`src/rtl/mc_ctrl.sv`:
```
// mc_ctrl: multi-cycle control FSM for the 8-bit datapath.
// Sequences FETCH/DECODE/EXEC/MEM/WB and drives the datapath selects.
// Ports: clk, reset (sync, active-high), start, opcode[2:0], alu_zero,
//   mem_ack in; mem_req, mem_we, addr_sel, ir_en, pc_en, pc_src[1:0],
//   alu_op, alu_src_b, reg_we, wb_sel, halted, fault, state[2:0] out.
// Optional MC_CTRL_PERF_EN: adds retired[15:0] instruction counter.
module mc_ctrl #(
  parameter int unsigned TIMEOUT_CYCLES = 15
) (
  input  logic       clk,
  input  logic       reset,
  input  logic       start,
  input  logic [2:0] opcode,
  input  logic       alu_zero,
  input  logic       mem_ack,
  output logic       mem_req,
  output logic       mem_we,
  output logic       addr_sel,
  output logic       ir_en,
  output logic       pc_en,
  output logic [1:0] pc_src,
  output logic       alu_op,
  output logic       alu_src_b,
  output logic       reg_we,
  output logic       wb_sel,
  output logic       halted,
  output logic       fault,
  output logic [2:0] state
`ifdef MC_CTRL_PERF_EN
  ,
  output logic [15:0] retired
`endif
);

  typedef enum logic [2:0] {
    S_IDLE   = 3'd0,
    S_FETCH  = 3'd1,
    S_DECODE = 3'd2,
    S_EXEC   = 3'd3,
    S_MEM    = 3'd4,
    S_WB     = 3'd5,
    S_HALT   = 3'd6,
    S_FAULT  = 3'd7
  } st_t;

  localparam logic [2:0] OP_ADD  = 3'd0;
  localparam logic [2:0] OP_SUB  = 3'd1;
  localparam logic [2:0] OP_ADDI = 3'd2;
  localparam logic [2:0] OP_LW   = 3'd3;
  localparam logic [2:0] OP_SW   = 3'd4;
  localparam logic [2:0] OP_BEQ  = 3'd5;
  localparam logic [2:0] OP_JMP  = 3'd6;
  localparam logic [2:0] OP_HLT  = 3'd7;

  localparam logic [8:0] LIMIT = 9'(TIMEOUT_CYCLES);

  st_t        st_q;
  st_t        st_d;
  logic [7:0] cnt_q;
  logic [7:0] cnt_d;
  logic       tmo;

  // This req cycle without ack would be the LIMIT-th one.
  assign tmo = (TIMEOUT_CYCLES != 0) &&
               (({1'b0, cnt_q} + 9'd1) >= LIMIT);

  always_ff @(posedge clk) begin
    if (reset) begin
      st_q  <= S_IDLE;
      cnt_q <= 8'd0;
    end else begin
      st_q  <= st_d;
      cnt_q <= cnt_d;
    end
  end

  // Counter clears on any state change, so entry to FETCH/MEM starts at 0.
  always_comb begin
    cnt_d = 8'd0;
    if (mem_req && !mem_ack && (st_d == st_q))
      cnt_d = cnt_q + 8'd1;
  end

  always_comb begin
    st_d      = st_q;
    mem_req   = 1'b0;
    mem_we    = 1'b0;
    addr_sel  = 1'b0;
    ir_en     = 1'b0;
    pc_en     = 1'b0;
    pc_src    = 2'b00;
    alu_op    = 1'b0;
    alu_src_b = 1'b0;
    reg_we    = 1'b0;
    wb_sel    = 1'b0;
    halted    = 1'b0;
    fault     = 1'b0;
    unique case (st_q)
      S_IDLE: begin
        if (start) st_d = S_FETCH;
      end
      S_FETCH: begin
        mem_req = 1'b1;
        if (mem_ack) begin
          ir_en = 1'b1;
          pc_en = 1'b1;
          st_d  = S_DECODE;
        end else if (tmo) begin
          st_d = S_FAULT;
        end
      end
      S_DECODE: begin
        unique case (opcode)
          OP_JMP: begin
            pc_en  = 1'b1;
            pc_src = 2'b10;
            st_d   = S_FETCH;
          end
          OP_HLT:  st_d = S_HALT;
          default: st_d = S_EXEC;
        endcase
      end
      S_EXEC: begin
        unique case (opcode)
          OP_ADD, OP_SUB: begin
            alu_op = opcode[0];
            st_d   = S_WB;
          end
          OP_ADDI: begin
            alu_src_b = 1'b1;
            st_d      = S_WB;
          end
          OP_LW, OP_SW: begin
            alu_src_b = 1'b1;
            st_d      = S_MEM;
          end
          OP_BEQ: begin
            alu_op = 1'b1;
            if (alu_zero) begin
              pc_en  = 1'b1;
              pc_src = 2'b01;
            end
            st_d = S_FETCH;
          end
          default: st_d = S_FETCH;
        endcase
      end
      S_MEM: begin
        mem_req  = 1'b1;
        addr_sel = 1'b1;
        mem_we   = (opcode == OP_SW);
        if (mem_ack) begin
          st_d = (opcode == OP_SW) ? S_FETCH : S_WB;
        end else if (tmo) begin
          st_d = S_FAULT;
        end
      end
      S_WB: begin
        reg_we = 1'b1;
        wb_sel = (opcode == OP_LW);
        st_d   = S_FETCH;
      end
      S_HALT:  halted = 1'b1;
      S_FAULT: fault  = 1'b1;
    endcase
  end

  assign state = st_q;

`ifdef MC_CTRL_PERF_EN
  logic [15:0] ret_q;

  // An instruction retires when control returns to FETCH.
  always_ff @(posedge clk) begin
    if (reset)
      ret_q <= 16'd0;
    else if ((st_d == S_FETCH) &&
             (st_q inside {S_DECODE, S_EXEC, S_MEM, S_WB}))
      ret_q <= ret_q + 16'd1;
  end

  assign retired = ret_q;
`endif

endmodule

```
`config.mk`:
```
export PLATFORM = sky130hd
export DESIGN_NAME = mc_ctrl
export DESIGN_NICKNAME = d
export VERILOG_FILES = /design/src/rtl/mc_ctrl.sv
export SDC_FILE = /design/constraint.sdc
export NUM_CORES = 1
export LEC_CHECK = 0
export BUFFER_PORTS_ARGS = -buffer_cell sky130_fd_sc_hd__buf_2
export CORE_MARGIN = 2
export CORE_UTILIZATION = 30
export DETAILED_ROUTE_END_ITERATION = 8
export MAX_ROUTING_LAYER = met4
export SLEW_MARGIN = 20
export SYNTH_ARGS = -nofsm -noshare
export SYNTH_HDL_FRONTEND = slang
export SYNTH_SLANG_ARGS = --single-unit
```
`constraint.sdc`:
```
create_clock -name clk -period 2.78 [get_ports clk]
set_input_delay 0.417 -clock clk [delete_from_list [all_inputs] [get_ports clk]]
set_output_delay 0.417 -clock clk [all_outputs]
set_load 0.03 [all_outputs]
```
# Word level (Yosys, flattened, before mapping)
# Index checks and enable logic that the tools add are counted.
# W data, S select, Z words.
# totals
wordCells	61
reg_bits	11
out_inout_bits	16
inputBits	8
# classes
n_addsub	2
reduce_logical	11
n_eq_ne	15
magnitude_cmp	1
n_bitwise	1
muxes	29
# op_table
cell	n
$eq A3 B3 Y1 const B	8
$pmux W3 S6	1
$mux W1	17
$mux W3	5
$eq A3 B2 Y1 const B	4
$pmux W3 S2	2
$add A8 B1 Y9 const B	1
$ge A9 B4 Y1 const B	1
$add A8 B1 Y8 const B	1
$reduce_or A2 Y1	4
$eq A3 B1 Y1 const B	2
$logic_not A3 Y1	2
$reduce_or A3 Y1	2
$pmux W2 S2	1
$eq A3 B3 Y1	1
$pmux W1 S3	1
$logic_and A1 B1 Y1	2
$mux W2	1
$pmux W1 S2	1
$logic_not A1 Y1	1
$not A1 Y1	1

# Depth between registers and ports, before layout
# Gate-level depths: netlist of the first run.
# depth
depth_word	9
mapped_depth	7
ltp_nobuf	7

# Worst setup path after synthesis of the first run
# No wires, ideal clock.
# synth_path
kind	flip-flop to output port
startpoint	register st_q[1] (netlist: state[1])
endpoint	output port pc_en
arrival_ns	2.456
path_buffers	1
t_required_ns	2.363
path_stages_with_launch	6
slack_ns	-0.093
path_cell_list	dfxtp_1 > clkbuf_1 > nand2_1 > nor3b_1 > and3_1 > or3_1
# synth_between
elab_chain_len	2
elab_cells_between_ends	4
cone_classes	3 x eq/ne; 1 x mux
# synth_lines
element	line_no	rtl
from (decl)	57	st_t st_q;
from (signal assigned)	72	st_q <= st_d;
$eq A3 B2 Y1 or $eq A3 B1 Y1 (tied branches)	98	unique case (st_q)
$pmux W1 S3 *	98	
to (decl)	20	output logic pc_en,
# Every way passes the cells marked *; elsewhere a longest branch is shown, timed or not.

# Final worst setup path of the first run
# layout_path
startpoint	register st_q[2] (netlist: state[2])
endpoint	output port pc_en
# Same word-level chain as after synthesis.

==> results of run 1 <==
[routing by layer]
layer / global-route usage [%] / vias up / share of wire (%)
met1: 17.3 / 348 / 49
met4: 3.85 / 0 / 0.69
met2: 21.3 / 18 / 46
li1: - / 410 / -
met3: 3.33 / 2 / 3.6
met5: - / - / 0
[cell type report]
class	count	area share, %
Inverter	1	0.405
Clock buffer	4	2.83
Timing Repair Buffer	23	12.4
Multi-Input combinational cell	85	56.5
Tap cell	30	4.05
Sequential cell	11	23.8
[power by group through the flow]
stage          combinational (mW)  sequential, mW  clock [mW]
2_1_floorplan               0.240           0.232           0
3_3_place_gp                0.298           0.248           0
3_5_place_dp                0.297           0.252           0
4_1_cts                     0.299           0.249       0.109
5_1_grt                     0.325           0.258       0.118
6_report                    0.298           0.250       0.104
[critical path: stages, from the launching register on]
cell     delay (ns)
dfxtp_1        0.55
and2b_1        0.26
nand2_1        0.12
nor3b_2        0.06
and3_1         0.18
or3_1          0.35
buf_2          0.18
[sequential cells by signal (all words and copies together), names as in the netlist]
register	cells
cnt_q	8
state	3
[worst paths after layout]
| path | endpoint | depth (start not counted) |
|---|---|---|
| worst min-delay path | state[1]$_SDFF_PP0_ | 2 |
| worst min register to register | cnt_q[0]$_SDFF_PP0_ | 1 |
| worst max register to register | cnt_q[3]$_SDFF_PP0_ | 7 |
| worst max-delay path | pc_en | 6 |
[cells in the mapped netlist, types with 2 or more instances]
cell,n
nand2_1,6
a31o_1,2
and3_1,2
nor2_1,12
nand3b_1,2
nor3_1,5
dfxtp_1,11
xnor2_1,2
nand2b_1,4
and2_1,2
clkbuf_1,3
nand3_1,3
o21ai_1,5
nor3b_1,4
o21ai_0,4
a21oi_1,4
ha_1,2
[stage by stage]
| stage | hold WS [ns] | cells |
|---|---|---|
| 2_1_floorplan | 0.505 | 101 |
| 3_3_place_gp | 0.570 | 150 |
| 3_5_place_dp | 0.583 | 150 |
| 4_1_cts | 0.390 | 154 |
| 5_1_grt | 0.390 | 154 |
| 6_report | 0.406 | 154 |
[kinds of logic after synthesis]
group	after synthesis	synth area share, %
simple gates	49	36.6
compound gates	27	23.9
flops	11	29.4
buf+inv	5	2.67
xor+xnor	3	3.51
fa+ha+maj	2	3.34
other cells	1	0.501
==> impl_metrics.yaml, run 1 <==
die:
  fp-row-count: 18
  pin_count: 24
  core_um2: 2410
  start_util_pct: 31.0
  die_area_um2: 2910
  die_w_um: 53.9
  die_h_um: 53.9
clock_network:
  clock_path_buffers: 2
  insertion_delay_ns: 0.26
  cts.sink_count: 11
  postCtsSetupBuffers: 0
  cts-root-buf: "clkbuf_4"
  cts_tree: "built"
  cts.repair.resized: 0
  cts_buffers: 3
  cts_hold_buf: 0
  cts.htree.levels: 1
  clk_pin_slew_ns: 0.06
power_and_ir_drop:
  power_mw: 0.652
  combPwrFrac_pct: 45.7
  switchingPower_mw: 0.306
  switching_share_pct: 46.9
  max-vdd-ir-drop_uv: 395
  clkPwrFrac_pct: 15.9
  cellLeakagePower_nw: 0.400
  p_int_mw: 0.346
  pwr_density_cell_nw_per_um2: 703
  seq_power_share_pct: 38.3
global_route:
  grt_usage_pct: 13.6
  overflow: 0
  antenna_found_initial: 0
  grt_pass1_vias: 687
  grt_start_max_net_pins: 20
  grt_pass1_wl_mm: 2.86
placed_design:
  port_buffers: 23
  place_area_um2: 901
  dp_hpwl_mm: 1.32
  post-place-ws_ns: 0.694
  gp_congestion: 0.818
final_layout:
  fillers: 266
  multiInputGateArea_um2: 524
  fin_area_um2: 927
  n_antenna_cell: 0
  seq_area_um2: 220
  fin_util_pct: 38.5
  final_common_cell: "buf_2"
  drive_gt1_share_pct: 23.4
  final_cell_mix: "buf_2 (23), nor2_1 (12), dfxtp_1 (11)"
  area_growth_pct: 23.9
  fin_nets: 135
timing:
  skew_ns: 0.00411
  fin_crit_ns: 2.39
  max_slew_margin_pct: 60.9
  slew_violations: 0
  finalHoldViolations: 0
  setup_slack_ns: 0.394
  rsz0062_at_grt: "false"
  tightestPinTransition_ns: 0.586
  finalSetupTns_ns: 0
  setup_violations: 0
  fmax_ghz: 0.419
  min_period_over_period_pct: 85.8
logic_synthesis:
  ys_types: 42
  syn_avg_cell_area_um2: 7.63
  synth-main-ff-cell: "dfxtp_1"
  netlist_area_um2: 748
  async_flop_share_pct: 0
  ys_seq_area_share_pct: 29.4
  yosys_warnings: 0
  ys_top_cells_by_area: "dfxtp_1 (29%), nor2_1 (6.0%), nor3b_1 (4.0%), ha_1 (3.3%), nand2b_1 (3.3%)"
  synth_top_area_share_pct: 29.4
  synth_cells: 98
  synth-seq-cells: 11
  synth_top_area_cell: "dfxtp_1"
  synth-edff-count: 0
setup_path:
  crit_path_start: "state[2]$_SDFF_PP0_"
  r2r_setup_slack_ns: 1.06
  cp-start-kind: "register"
  critPathCaptureType: "output pin"
  worstReg2RegStart: "cnt_q[0]$_SDFF_PP0_"
  cp_data_arrival_time_ns: 1.97
  path_max_fanout: 14
  crit_type: "reg2out"
  cp.required_ns: 2.36
routing:
  wl_per_cell_um: 11.3
  ant_nets: 0
  num_vias: 778
  routed_wl_mm: 1.74
  drc_errors: 0
  vias_per_cell: 5.05
  drtIter0Drc: 9
  dr.pass1.iters: 4
run_status:
  status: "finished, final reports clean"
worst_hold_path:
  hp-start: "reset"
  hold_class: "in2reg"
run:
  maxCapViolations: 0
Note: power is estimated with default switching activity, not from simulation.
==> inputs of run 2 (changes only) <==
--- a/config.mk
+++ b/config.mk
@@ -7,9 +7,10 @@
 export LEC_CHECK = 0
 export BUFFER_PORTS_ARGS = -buffer_cell sky130_fd_sc_hd__buf_2
 export CORE_MARGIN = 2
-export CORE_UTILIZATION = 30
+export CORE_UTILIZATION = 47
 export DETAILED_ROUTE_END_ITERATION = 8
 export MAX_ROUTING_LAYER = met4
+export PLACE_DENSITY = 0.75
 export SLEW_MARGIN = 20
 export SYNTH_ARGS = -nofsm -noshare
 export SYNTH_HDL_FRONTEND = slang
==> run 2 against run 1 <==
  * Sequential share of layout area is 0.42 points higher
  * Worst setup slack better by 0.0018 ns
  * Final cell count down 9.1%
  * Critical path type unchanged
  * Largest cell class unchanged
==> impl_metrics.yaml, run 2 (synthesis gave the netlist of run 1 again) <==
run_status:
  status: "finished, final reports clean"
timing:
  skew_ns: 0.00118
  rsz0062_at_grt: "false"
  max_slew_margin_pct: 62.2
  slew_violations: 0
  finalSetupTns_ns: 0
  min_period_over_period_pct: 85.8
  finalHoldViolations: 0
  fin_crit_ns: 2.38
  tightestPinTransition_ns: 0.566
  fmax_ghz: 0.419
  setup_violations: 0
die:
  pin_count: 24
  core_um2: 1510
  start_util_pct: 49.7
  die_h_um: 43.9
  die_area_um2: 1930
  die_w_um: 43.9
  fp-row-count: 14
clock_network:
  cts-root-buf: "clkbuf_4"
  cts.repair.resized: 0
  clock_path_buffers: 2
  cts_hold_buf: 0
  insertion_delay_ns: 0.27
  cts.sink_count: 11
  clk_pin_slew_ns: 0.07
  postCtsSetupBuffers: 0
  cts_buffers: 3
  cts.htree.levels: 1
  cts_tree: "built"
setup_path:
  reg2reg_depth: 7
  path_max_fanout: 14
  cp_slowest_cell: "dfxtp_1"
  cp.required_ns: 2.36
  cp_top_family: "simple AND/OR/NAND/NOR gates"
  crit_cells: 6
  critPathCaptureType: "output pin"
  cp-start-kind: "register"
  crit_chain: "and2b_1, nand2_1, nor3b_2, and3_1, or3_1, buf_2"
  cp_num_buf_inv: 1
  crit_type: "reg2out"
  cp_data_arrival_time_ns: 1.97
  slowest_delay_ns: 0.54
routing:
  routed_wl_mm: 1.73
  num_vias: 782
  wl_per_cell_um: 12.3
  drtIter0Drc: 20
  drc_errors: 0
  vias_per_cell: 5.59
  dr.pass1.iters: 4
  ant_nets: 0
global_route:
  overflow: 0
  antenna_found_initial: 0
  grt_pass1_wl_mm: 2.79
  grt_usage_pct: 20.5
  grt_start_max_net_pins: 20
  grt_pass1_vias: 643
power_and_ir_drop:
  max-vdd-ir-drop_uv: 520
  cellLeakagePower_nw: 0.403
  pwr_density_cell_nw_per_um2: 715
  power_mw: 0.652
final_layout:
  area_growth_pct: 21.7
  regMostFlops: "cnt_q"
  drive_gt1_share_pct: 24.2
  largest_register_ffs: 8
  fillers: 142
  fin_util_pct: 60.5
  fin_nets: 135
  final_cell_mix: "buf_2 (23), nor2_1 (12), dfxtp_1 (11)"
  final_common_cell: "buf_2"
  n_antenna_cell: 0
worst_hold_path:
  hold_path_depth: 2
  hold_class: "in2reg"
placed_design:
  port_buffers: 23
  gp_congestion: 0.848
  dp_hpwl_mm: 1.31
run:
  maxCapViolations: 0
run 2: changes by cell type in the layout (fill, tap and decap cells not counted):
cell	previous run	this run
clkbuf_1	1	0
clkinv_2	0	1
run 2: power by group:
part	switching, mW	total, mW	internal (mW)
Combinational	0.188	0.300	0.112
Sequential	0.0681	0.247	0.179
Clock	0.0517	0.105	0.0532
run 2: cell type report:
class | instances | area [µm²] | share of cell area [%]
clock buffer | 3 | 22.5 | 2.47
clock inverter | 1 | 5.00 | 0.549
inverter | 1 | 3.75 | 0.412
multi-input combinational | 85 | 524 | 57.6
sequential | 11 | 220 | 24.2
tap | 16 | 20.0 | 2.20
timing repair buffer | 23 | 115 | 12.6
run 2: worst register-to-register path, delay by kind of cell, from the launching register on:
family / cells / cell delay [ns]
AOI/OAI and AO/OA: 4 / 0.61
DFF: 1 / 0.46
adders and majority gates: 1 / 0.31
and+or+nand+nor: 1 / 0.24
buffers and inverters: 1 / 0.07
run 2: path summary, 6_finish.rpt:
kind                                     startpoint                   to  slack [ns]
worst max-delay path            state[2]$_SDFF_PP0_                pc_en        0.40
worst min-delay path                          reset  state[1]$_SDFF_PP0_        0.40
worst max register to register  cnt_q[0]$_SDFF_PP0_  cnt_q[3]$_SDFF_PP0_        0.98
worst min register to register  cnt_q[0]$_SDFF_PP0_  cnt_q[0]$_SDFF_PP0_        0.59
run 2: stage by stage:
stage          setup slack [ns]  hold slack, ns  cell area (µm²)  std cells
2_1_floorplan             0.199           0.505              764        101
3_3_place_gp              0.747           0.560              883        136
3_5_place_dp              0.705           0.584              883        136
4_1_cts                   0.403           0.389              911        140
5_1_grt                   0.288           0.392              911        140
6_report                  0.395           0.401              911        140
run 2: per-layer routing:
layer | GRT usage [%] | routed length, µm
met5 | - | 0
met4 | 5.45 | 13
met3 | 9.17 | 103
met2 | 28.2 | 742
met1 | 27.2 | 867
==> inputs of run 3 (changes only) <==
--- a/config.mk
+++ b/config.mk
@@ -6,7 +6,7 @@
 export NUM_CORES = 1
 export LEC_CHECK = 0
 export BUFFER_PORTS_ARGS = -buffer_cell sky130_fd_sc_hd__buf_2
-export CORE_MARGIN = 2
+export CORE_MARGIN = 4
 export CORE_UTILIZATION = 47
 export DETAILED_ROUTE_END_ITERATION = 8
 export MAX_ROUTING_LAYER = met4
==> run 3 against run 2 <==
  * Via count is 4.3% higher
  * Total power is 0.38% higher
  * First-iteration DRC count is 20% higher
  * Critical endpoint unchanged
  * Utilization stayed put
  * Fmax is 1.3% lower
  * Clock skew is 0.00058 ns lower
  * Design area stayed put
  * Wire length is 4.5% higher
  * Critical path depth stayed put
  * Register-to-register slack better by 0.04 ns
==> impl_metrics.yaml, run 3 (synthesis gave the netlist of run 1 again) <==
run_status:
  status: "finished, final reports clean"
die:
  die_w_um: 47.9
  core_um2: 1510
  pin_count: 24
  die_area_um2: 2290
  die_h_um: 47.9
  fp-row-count: 14
  start_util_pct: 49.7
power_and_ir_drop:
  pwr_density_cell_nw_per_um2: 718
  max-vdd-ir-drop_uv: 423
  cellLeakagePower_nw: 0.403
setup_path:
  cp-start-kind: "register"
  crit_chain: "and2b_1, nand2_1, nor3b_2, and3_1, or3_1, buf_2"
  cp.required_ns: 2.36
  crit_type: "reg2out"
  cp_data_arrival_time_ns: 2.00
  path_max_fanout: 14
  reg2reg_depth: 7
  cp_slowest_cell: "dfxtp_1"
  critPathCaptureType: "output pin"
  slowest_delay_ns: 0.56
timing:
  slew_violations: 0
  min_period_over_period_pct: 86.9
  finalSetupTns_ns: 0
  fin_crit_ns: 2.42
  tightestPinTransition_ns: 0.555
  setup_violations: 0
  skew_ns: 0.000599
  fin_hold_ws_ns: 0.400
  finalHoldViolations: 0
  fmax_ghz: 0.414
  rsz0062_at_grt: "false"
  max_slew_margin_pct: 63.0
clock_network:
  cts_tree: "built"
  insertion_delay_ns: 0.27
  cts.htree.levels: 1
  clk_pin_slew_ns: 0.07
  cts.repair.resized: 0
  cts-root-buf: "clkbuf_4"
  cts_hold_buf: 0
  clock_path_buffers: 2
  cts.sink_count: 11
  cts_buffers: 3
  postCtsSetupBuffers: 0
worst_hold_path:
  hold_path_depth: 2
  hold_class: "in2reg"
routing:
  ant_nets: 0
  dr.pass1.iters: 4
  drc_errors: 0
  routed_wl_mm: 1.80
  drtIter0Drc: 24
  vias_per_cell: 5.83
  wl_per_cell_um: 12.9
  num_vias: 816
final_layout:
  regMostFlops: "cnt_q"
  final_common_cell: "buf_2"
  drive_gt1_share_pct: 24.2
  final_cell_mix: "buf_2 (23), nor2_1 (12), dfxtp_1 (11)"
  fillers: 138
  n_antenna_cell: 0
  area_growth_pct: 21.7
  largest_register_ffs: 8
  fin_nets: 135
placed_design:
  port_buffers: 23
  gp_congestion: 0.861
  dp_hpwl_mm: 1.37
global_route:
  grt_pass1_vias: 672
  grt_pass1_wl_mm: 2.87
  grt_start_max_net_pins: 20
  antenna_found_initial: 0
  overflow: 0
  grt_usage_pct: 18.5
run:
  maxCapViolations: 0
## run 3: cell counts in the layout (fill, tap and decap cells not counted)
Identical to the previous run, type by type.
## run 3: critical path, delay by kind of cell, from the launching register on
family | cells | cell delay, ns
buf+inv | 1 | 0.18
simple gates | 5 | 0.98
flops | 1 | 0.56
## run 3: through the flow
| step | setup slack (ns) | std cells | power, mW | cell area (µm²) | utilization (%) |
|---|---|---|---|---|---|
| after CTS | 0.362 | 140 | 0.659 | 911 | 60.5 |
| after global placement | 0.733 | 136 | 0.544 | 883 | 58.6 |
| after floorplan | 0.199 | 101 | 0.472 | 764 | - |
| final | 0.364 | 140 | 0.654 | 911 | 60.5 |
| after detailed placement | 0.674 | 136 | 0.550 | 883 | 58.6 |
| after global routing | 0.245 | 140 | 0.708 | 911 | 60.5 |
## run 3: final timing paths
check / startpoint / endpoint / slack [ns]
worst max-delay path: state[2]$_SDFF_PP0_ / pc_en / 0.36
worst min-delay path: reset / state[1]$_SDFF_PP0_ / 0.40
worst max register to register: cnt_q[0]$_SDFF_PP0_ / cnt_q[3]$_SDFF_PP0_ / 1.02
worst min register to register: cnt_q[0]$_SDFF_PP0_ / cnt_q[0]$_SDFF_PP0_ / 0.59
## run 3: metal layers
layer | track usage, % | wire [µm] | share of wire [%]
met4 | 8.60 | 36 | 2.0
met3 | 7.14 | 137 | 7.6
met2 | 24.5 | 762 | 42
met1 | 24.3 | 868 | 48
met5 | - | 0 | 0
## run 3: area by class of cell
cell class / instances / area, µm² / area share, %
multi-input cells: 85 / 524 / 57.6
clock inverters: 1 / 5.00 / 0.549
repair buffers: 23 / 115 / 12.6
well taps: 16 / 20.0 / 2.20
flip-flops and latches: 11 / 220 / 24.2
inverters: 1 / 3.75 / 0.412
clock buffers: 3 / 22.5 / 2.47
## run 3: report_power, final
| part | internal [mW] | total, mW | switching (mW) | leakage [nW] |
|---|---|---|---|---|
| clock | 0.0533 | 0.107 | 0.0536 | 0.0177 |
| sequential | 0.179 | 0.248 | 0.0696 | 0.0908 |
| combinational | 0.112 | 0.299 | 0.187 | 0.294 |
